$ cat src/rtl/port_seq_ctrl.sv
// Pattern sequencer: plays a (pattern, duration) step table onto port_o with looping and
// optional end-of-step capture of port_i (enabled by defining PORT_SEQ_CAPTURE_EN).
module port_seq_ctrl #(
  parameter int unsigned WIDTH  = 8,
  parameter int unsigned DEPTH  = 8,
  parameter int unsigned DUR_W  = 8,
  parameter int unsigned LOOP_W = 8,
  localparam int unsigned AW    = $clog2(DEPTH)
) (
  input  logic                   clk_i,
  input  logic                   rst_i,
  input  logic                   wr_en_i,
  input  logic [AW-1:0]          wr_addr_i,
  input  logic [WIDTH+DUR_W-1:0] wr_data_i,
  output logic                   wr_err_o,
  input  logic [AW:0]            num_steps_i,
  input  logic [LOOP_W-1:0]      loops_i,
  input  logic                   start_i,
  input  logic                   stop_i,
  input  logic [WIDTH-1:0]       port_i,
  output logic [WIDTH-1:0]       port_o,
  output logic [WIDTH-1:0]       cap_o,
  output logic                   cap_valid_o,
  output logic [AW-1:0]          step_o,
  output logic                   busy_o,
  output logic                   done_o
);

  typedef enum logic [1:0] {StIdle, StHold, StDone} state_e;

  state_e             r_state;
  logic [WIDTH-1:0]   r_pat [DEPTH];
  logic [DUR_W-1:0]   r_dur [DEPTH];
  logic [WIDTH-1:0]   r_port;
  logic [AW-1:0]      r_step;
  logic [AW-1:0]      r_last;
  logic [DUR_W-1:0]   r_timer;
  logic [LOOP_W-1:0]  r_loops;
  logic               r_busy;
  logic               r_done;
  logic               r_wr_err;

  logic [AW-1:0]      w_last;
  logic [AW-1:0]      w_next_step;
  logic               w_expire;

  // Index of the final step, with the requested count clamped to the table size.
  assign w_last      = (num_steps_i > (AW+1)'(DEPTH)) ? AW'(DEPTH - 1)
                                                      : AW'(num_steps_i - (AW+1)'(1));
  assign w_next_step = r_step + AW'(1);
  assign w_expire    = (r_state == StHold) && !stop_i && (r_timer == '0);

  always_ff @(posedge clk_i or posedge rst_i) begin
    if (rst_i) begin
      for (int i = 0; i < DEPTH; i++) begin
        r_pat[i] <= '0;
        r_dur[i] <= '0;
      end
      r_wr_err <= 1'b0;
    end else begin
      r_wr_err <= wr_en_i && (r_state != StIdle);
      if (wr_en_i && (r_state == StIdle)) begin
        r_pat[wr_addr_i] <= wr_data_i[WIDTH-1:0];
        r_dur[wr_addr_i] <= wr_data_i[WIDTH +: DUR_W];
      end
    end
  end

  always_ff @(posedge clk_i or posedge rst_i) begin
    if (rst_i) begin
      r_state <= StIdle;
      r_port  <= '0;
      r_step  <= '0;
      r_last  <= '0;
      r_timer <= '0;
      r_loops <= '0;
      r_busy  <= 1'b0;
      r_done  <= 1'b0;
    end else begin
      r_done <= 1'b0;
      unique case (r_state)
        StIdle: begin
          if (start_i && (num_steps_i != '0)) begin
            r_state <= StHold;
            r_busy  <= 1'b1;
            r_last  <= w_last;
            r_loops <= loops_i;
            r_step  <= '0;
            r_port  <= r_pat[0];
            r_timer <= r_dur[0];
          end
        end
        StHold: begin
          if (stop_i) begin
            r_state <= StIdle;
            r_busy  <= 1'b0;
            r_port  <= '0;
            r_step  <= '0;
          end else if (r_timer != '0) begin
            r_timer <= r_timer - DUR_W'(1);
          end else if (r_step != r_last) begin
            r_step  <= w_next_step;
            r_port  <= r_pat[w_next_step];
            r_timer <= r_dur[w_next_step];
          end else if (r_loops == LOOP_W'(1)) begin
            r_state <= StDone;
            r_done  <= 1'b1;
          end else begin
            // A zero loop count never reaches one, so the table repeats until stopped.
            if (r_loops != '0) begin
              r_loops <= r_loops - LOOP_W'(1);
            end
            r_step  <= '0;
            r_port  <= r_pat[0];
            r_timer <= r_dur[0];
          end
        end
        StDone: begin
          r_state <= StIdle;
          r_busy  <= 1'b0;
          if (stop_i) begin
            r_port <= '0;
            r_step <= '0;
          end
        end
        default: begin
          r_state <= StIdle;
          r_busy  <= 1'b0;
        end
      endcase
    end
  end

`ifdef PORT_SEQ_CAPTURE_EN
  logic [WIDTH-1:0] r_cap;
  logic             r_cap_valid;

  always_ff @(posedge clk_i or posedge rst_i) begin
    if (rst_i) begin
      r_cap       <= '0;
      r_cap_valid <= 1'b0;
    end else begin
      r_cap_valid <= w_expire;
      if (w_expire) begin
        r_cap <= port_i;
      end
    end
  end

  assign cap_o       = r_cap;
  assign cap_valid_o = r_cap_valid;
`else
  logic [WIDTH-1:0] w_unused_port;
  assign w_unused_port = port_i;
  assign cap_o         = '0;
  assign cap_valid_o   = 1'b0;
`endif

  assign port_o   = r_port;
  assign step_o   = r_step;
  assign busy_o   = r_busy;
  assign done_o   = r_done;
  assign wr_err_o = r_wr_err;

endmodule
$ cat config.mk
export PLATFORM = sky130hd
export DESIGN_NAME = port_seq_ctrl
export DESIGN_NICKNAME = d
export VERILOG_FILES = /design/src/rtl/port_seq_ctrl.sv
export SDC_FILE = /design/constraint.sdc
export NUM_CORES = 1
export LEC_CHECK = 0
export CAP_MARGIN = 40
export CORE_MARGIN = 8
export CORE_UTILIZATION = 40
export DETAILED_ROUTE_END_ITERATION = 8
export MAX_ROUTING_LAYER = met4
export SLEW_MARGIN = 20
export SYNTH_ARGS = -nofsm -noshare
export SYNTH_HDL_FRONTEND = slang
export SYNTH_SLANG_ARGS = --single-unit
export TNS_END_PERCENT = 50
$ cat constraint.sdc
create_clock -name clk_i -period 6.5 [get_ports clk_i]
set_input_delay 1.3 -clock clk_i [delete_from_list [all_inputs] [get_ports clk_i]]
set_output_delay 1.3 -clock clk_i [all_outputs]
set_load 0.02 [all_outputs]
=== Yosys cells after proc, flatten, opt, wreduce, memory -nomap -nowiden ===
Cells that the tools add are included.

* Register bits: 163
* Bits of input ports: 44
* Output and inout port bits: 23

* $add $sub $neg: 4
* Order comparisons: 4
* Equal/unequal tests: 17
* Muxes and demuxes: 52
* Bitwise operators: 2
* Reductions and logical operators: 17

{| class="wikitable"
|+ Operators by type and width
! operator !! count
|-
| $mux 8 || 22
|-
| $bwmux 64 || 2
|-
| $bmux 8 s3 || 2
|-
| $pmux 8 s2 || 2
|-
| $demux 8 s3 || 1
|-
| $pmux 8 s3 || 1
|-
| $mux 3 || 7
|-
| $reduce_bool 8->1 || 2
|-
| $sub 8x1->8 const B || 2
|-
| $ne 2x2->1 const B || 6
|-
| $mux 2 || 5
|-
| $pmux 3 s3 || 1
|-
| $eq 8x1->1 const B || 1
|-
| $ge 4x4->1 const B || 2
|-
| $ne 4x4->1 const B || 2
|-
| $not 3->4 || 2
|-
| $reduce_and 4->1 || 2
|-
| $mux 1 || 7
|-
| $reduce_and 7->1 || 1
|-
| $ne 3x3->1 const B || 2
|-
| $reduce_and 5->1 || 1
|-
| $gt 4x4->1 const B || 1
|-
| $logic_and 1x1->1 || 4
|-
| $lt 4x1->1 const B || 1
|-
| other kinds (14) || 17
|}

=== Depth between registers and ports, before layout ===
* Depth in word-level cells: 9
* Depth in mapped cells: 8

=== Worst setup path after synthesis ===
Ideal clock, no wire load.

* Kind: input-to-reg
* Start: in num_steps_i[0]
* End: reg r_port[0], in the netlist port_o[0]
* Setup time: 0.125 ns
* Arrival: 2.922 ns
* Data required time: 6.375 ns
* Slack: 3.453 ns
* Cell stages on the path: 8
* Buffers on the path: 1
* Cell sequence: inv_1 -> ha_1 -> nor3b_1 -> o21a_1 -> a311o_1 -> or2_1 -> buf_6 -> mux2_4

* Cells in the longest elaborated chain, start to end: 4

{| class="wikitable"
|+ RTL lines
! element !! RTL line !! text
|-
| start: declaration || 16 || <nowiki>input logic [AW:0] num_steps_i,</nowiki>
|-
| $reduce_bool 4->1 || 83 || <nowiki>if (start_i && (num_steps_i != '0)) begin</nowiki>
|-
| $logic_and 1x1->1 || 83 ||
|-
| $ne 2x1->1 (no line) || -- ||
|-
| $reduce_and 5->1 (no line) || -- ||
|-
| end signal: assignment || 89 || <nowiki>r_port <= r_pat[0];</nowiki>
|-
| end signal: assignment || 103 || <nowiki>r_port <= r_pat[w_next_step];</nowiki>
|-
| end signal: assignment || 114 || <nowiki>r_port <= r_pat[0];</nowiki>
|-
| end: declaration || 34 || <nowiki>logic [WIDTH-1:0] r_port;</nowiki>
|}

No other way between the ends.
A chain may end at the register's enable or synchronous reset.

=== Worst setup path after layout ===
* Start: in num_steps_i[0]
* End: reg r_port[1], in the netlist port_o[1]

The elaborated chain is that of the path after synthesis.

==> results.sh <==
export IMPL_finalCritPeriodShare=0.542
export IMPL_status="finished, final reports clean"
export IMPL_cts_resized_gates=0
export IMPL_start_util=0.403
export IMPL_worst_slew_pin_slew_ps=864
export IMPL_netlist_area_mm2=0.00807
export IMPL_crit_path_end="port_o[1]$_DFFE_PP0P_"
export IMPL_synthArstFlopShare=1.00
export IMPL_first_global_vias=5378
export IMPL_layout_drive_gt1_share=0.349
export IMPL_cp_startpoint="num_steps_i[0]"
export IMPL_r2r_slack_ps=3500
export IMPL_p_int_w=0.00327
export IMPL_syn2layout_area_growth_pct=19.4
export IMPL_synth_top_area_cell="dfrtp_1"
export IMPL_clk_path_buf_depth=2
export IMPL_yosysWarnings=0
export IMPL_p_sw_w=0.00153
export IMPL_drt_total_wl_um=19100
export IMPL_drtIter0Drc=229
export IMPL_powerDensity_mw_per_mm2=498
export IMPL_preCtsSetupSlack_ps=2560
export IMPL_core_mm2=0.0200
export IMPL_grt_max_degree=60
export IMPL_finalSetupTns_ps=0
export IMPL_avgSynthCellArea_um2=13.6
export IMPL_regToRegEndpoint="port_o[1]$_DFFE_PP0P_"
export IMPL_worst_r2r_cell_count=6
export IMPL_via_count=5161
export IMPL_maxSlewViolCount=0
export IMPL_worst_ep_arrival_time_ps=3820
export IMPL_placed_area_mm2=0.00894
export IMPL_clock_skew_ps=8.04
export IMPL_antenna_left=0
export IMPL_numCtsBuffers=17
export IMPL_fin_ws_ps=2970
export IMPL_ys_flop_type="dfrtp_1"
export IMPL_cts_tree="done"
export IMPL_yosys_area_top_type_share=0.505
export IMPL_clock_root_buffer="clkbuf_16"
export IMPL_io_buffers=49
export IMPL_cp_slowest_stage_delay_ps=660
export IMPL_p_clk_frac=0.240
export IMPL_crit_chain="clkdlybuf4s50_1 > inv_1 > ha_1 > nor3b_1 > o21a_1 > a311o_1 > or2_1 > mux2_4"
export IMPL_swShare=0.319
export IMPL_yosysSeqAreaShare=0.505
export IMPL_grt_usage=0.165
export IMPL_synthTopCellsByCount="163 x dfrtp_1, 134 x mux2_2, 31 x mux4_2, 31 x nor2_1, 21 x inv_1"
export IMPL_seq_power_share=0.375
export IMPL_dpl_cell_count=901
export IMPL_clock_sinks=163
export IMPL_antenna_cells=0
export IMPL_vias_per_cell=5.53
export IMPL_hold_viol_final=0
export IMPL_ctsHoldBuffers=0
export IMPL_path_max_fanout=10
export IMPL_ys_seq_elements=163
export IMPL_power_leakage_nw=3.96
export IMPL_crit_path_end_kind="flip-flop"
export IMPL_required_ps=6800
export IMPL_relSlewSlack=0.424
export IMPL_nets=706
export IMPL_die_width_um=158
export IMPL_dieArea_mm2=0.0250
export IMPL_antenna_found_initial=0
export IMPL_path_depth=8
export IMPL_yosysMostFrequentCell="dfrtp_1"
export IMPL_row_count=52
export IMPL_timing_fmax_ghz=0.284
export IMPL_path_delay_family="simple AND/OR/NAND/NOR gates"
export IMPL_h_tree_depth=4
export IMPL_grt_overflow=0
export IMPL_synthTopCellsByArea="dfrtp_1 51%, mux2_2 19%, mux4_2 8.6%, ha_1 1.7%, mux2i_1 1.6%"
export IMPL_route_detailed_drc=0
export IMPL_reg2reg_from="step_o[0]$_DFFE_PP0P_"
export IMPL_dr_pass1_iters=5
export IMPL_die_h_um=158
export IMPL_setup_worst_path_class="in -> reg"
export IMPL_hpwl_um=12700
export IMPL_irDropWorstVdd_mv=0.187
export IMPL_grt_pass1_wl_um=30500
export IMPL_insertion_delay_ps=420
export IMPL_syn_inst=593
export IMPL_crit_slowest_cell="or2_1"
export IMPL_n_fill_cell=1780
export IMPL_worst_path_buf_inv=2
export IMPL_synth_edf_count=0
export IMPL_fin_area_mm2=0.00964
export IMPL_layout_cells_non_filler=934
export IMPL_rsz0062_at_grt="false"
export IMPL_place_congestion=0.854
export IMPL_p_comb_frac=0.385
export IMPL_synthDistinctLibCells=62
export IMPL_cts_setup_buffers=0
export IMPL_setup_viol=0
export IMPL_min_delay_path_class="reg -> reg"
export IMPL_clk_pin_slew_ps=60
export IMPL_worst_setup_path_start_kind="primary input"
export IMPL_layout_min_cycle_time_ps=3530
export IMPL_io_pins=67
export IMPL_routedWlPerCell_um=20.4
export IMPL_cap_violations=0
-- worst reg2reg max path, cell delays in order (launching register included) --
cell     delay, ps
dfrtp_2        360
buf_4          580
xnor2_1        220
and3_1         400
a311o_1        310
or2_1          660
mux2_4         360
-- cells by family (layout without fill, tap and decap cells) --
logic type | Yosys count | after routing | synth area share
fa+ha+maj | 11 | 11 | 0.0170
simple gates | 89 | 89 | 0.0575
flops | 163 | 163 | 0.505
buf+inv | 56 | 119 | 0.0325
mux | 186 | 186 | 0.304
other cells | 1 | 9 | 0.000464
compound gates | 81 | 81 | 0.0764
xor+xnor | 6 | 6 | 0.00651
-- per-stage QoR --
step | hold WS (ps) | total power (W) | utilization
6_report | 502 | 0.00480 | 0.481
5_1_grt | 519 | 0.00509 | 0.481
4_1_cts | 505 | 0.00482 | 0.480
3_5_place_dp | 491 | 0.00366 | 0.446
3_3_place_gp | 482 | 0.00356 | 0.442
2_1_floorplan | 456 | 0.00316 | -
-- flip-flops by register name, summed over array words and instances, names as in the netlist --
signal    count
r_loops       8
port_o        8
r_last        3
busy_o        1
done_o        1
step_o        3
r_state       2
wr_err_o      1
r_dur        64
r_pat        64
r_timer       8
-- worst min path at each step --
stage / to / depth (start not counted) / from / slack (ps)
5_1_grt: r_pat[19]$_DFFE_PP0P_ / 1 / r_pat[19]$_DFFE_PP0P_ / 520
6_report: r_dur[9]$_DFFE_PP0P_ / 1 / r_dur[9]$_DFFE_PP0P_ / 500
2_1_floorplan: r_loops[6]$_DFFE_PP0P_ / 2 / r_loops[6]$_DFFE_PP0P_ / 460
3_5_place_dp: r_dur[11]$_DFFE_PP0P_ / 1 / r_dur[11]$_DFFE_PP0P_ / 490
4_1_cts: r_dur[11]$_DFFE_PP0P_ / 1 / r_dur[11]$_DFFE_PP0P_ / 510
3_3_place_gp: r_pat[50]$_DFFE_PP0P_ / 1 / r_pat[50]$_DFFE_PP0P_ / 480
-- layout by cell type (no fill, tap or decap), types with 7 or more instances in the layout --
| master | netlist | layout |
|---|---|---|
| dfrtp_1 | 163 | 162 |
| mux2_2 | 134 | 134 |
| clkdlybuf4s50_1 | 0 | 49 |
| nor2_1 | 31 | 31 |
| mux4_2 | 31 | 31 |
| inv_1 | 21 | 20 |
| clkbuf_16 | 0 | 17 |
| mux2i_1 | 13 | 13 |
| buf_4 | 10 | 12 |
| a21oi_1 | 11 | 11 |
| o21ai_0 | 11 | 11 |
| ha_1 | 11 | 10 |
| nand2b_1 | 9 | 9 |
| conb_1 | 1 | 9 |
| nor3_1 | 8 | 8 |
| o2bb2ai_1 | 8 | 8 |
| mux2_4 | 8 | 8 |
| nand3_1 | 7 | 7 |
| nand2_1 | 7 | 7 |
-- metal layers --
layer / vias up / part of all wire / GRT usage
met5: - / 0 / -
met4: 0 / 0.016 / 0.0521
met3: 14 / 0.046 / 0.0360
met2: 117 / 0.50 / 0.268
met1: 2709 / 0.44 / 0.203
li1: 2321 / - / -
-- layout make-up --
class	count	area (µm²)	area share
flip-flops and latches	163	4080	0.423
multi-input cells	382	3770	0.391
well taps	270	338	0.0350
clock buffers	20	457	0.0474
inverters	21	83.8	0.00870
clock inverters	12	226	0.0235
repair buffers	66	682	0.0707
-- power groups by stage --
stage | logic (W) | registers [W] | clock network [W]
2_1_floorplan | 0.00142 | 0.00175 | 0
3_3_place_gp | 0.00179 | 0.00177 | 0
3_5_place_dp | 0.00184 | 0.00182 | 0
4_1_cts | 0.00185 | 0.00180 | 0.00118
5_1_grt | 0.00201 | 0.00186 | 0.00122
6_report | 0.00185 | 0.00180 | 0.00115
Power figures use the tool's default switching activity.
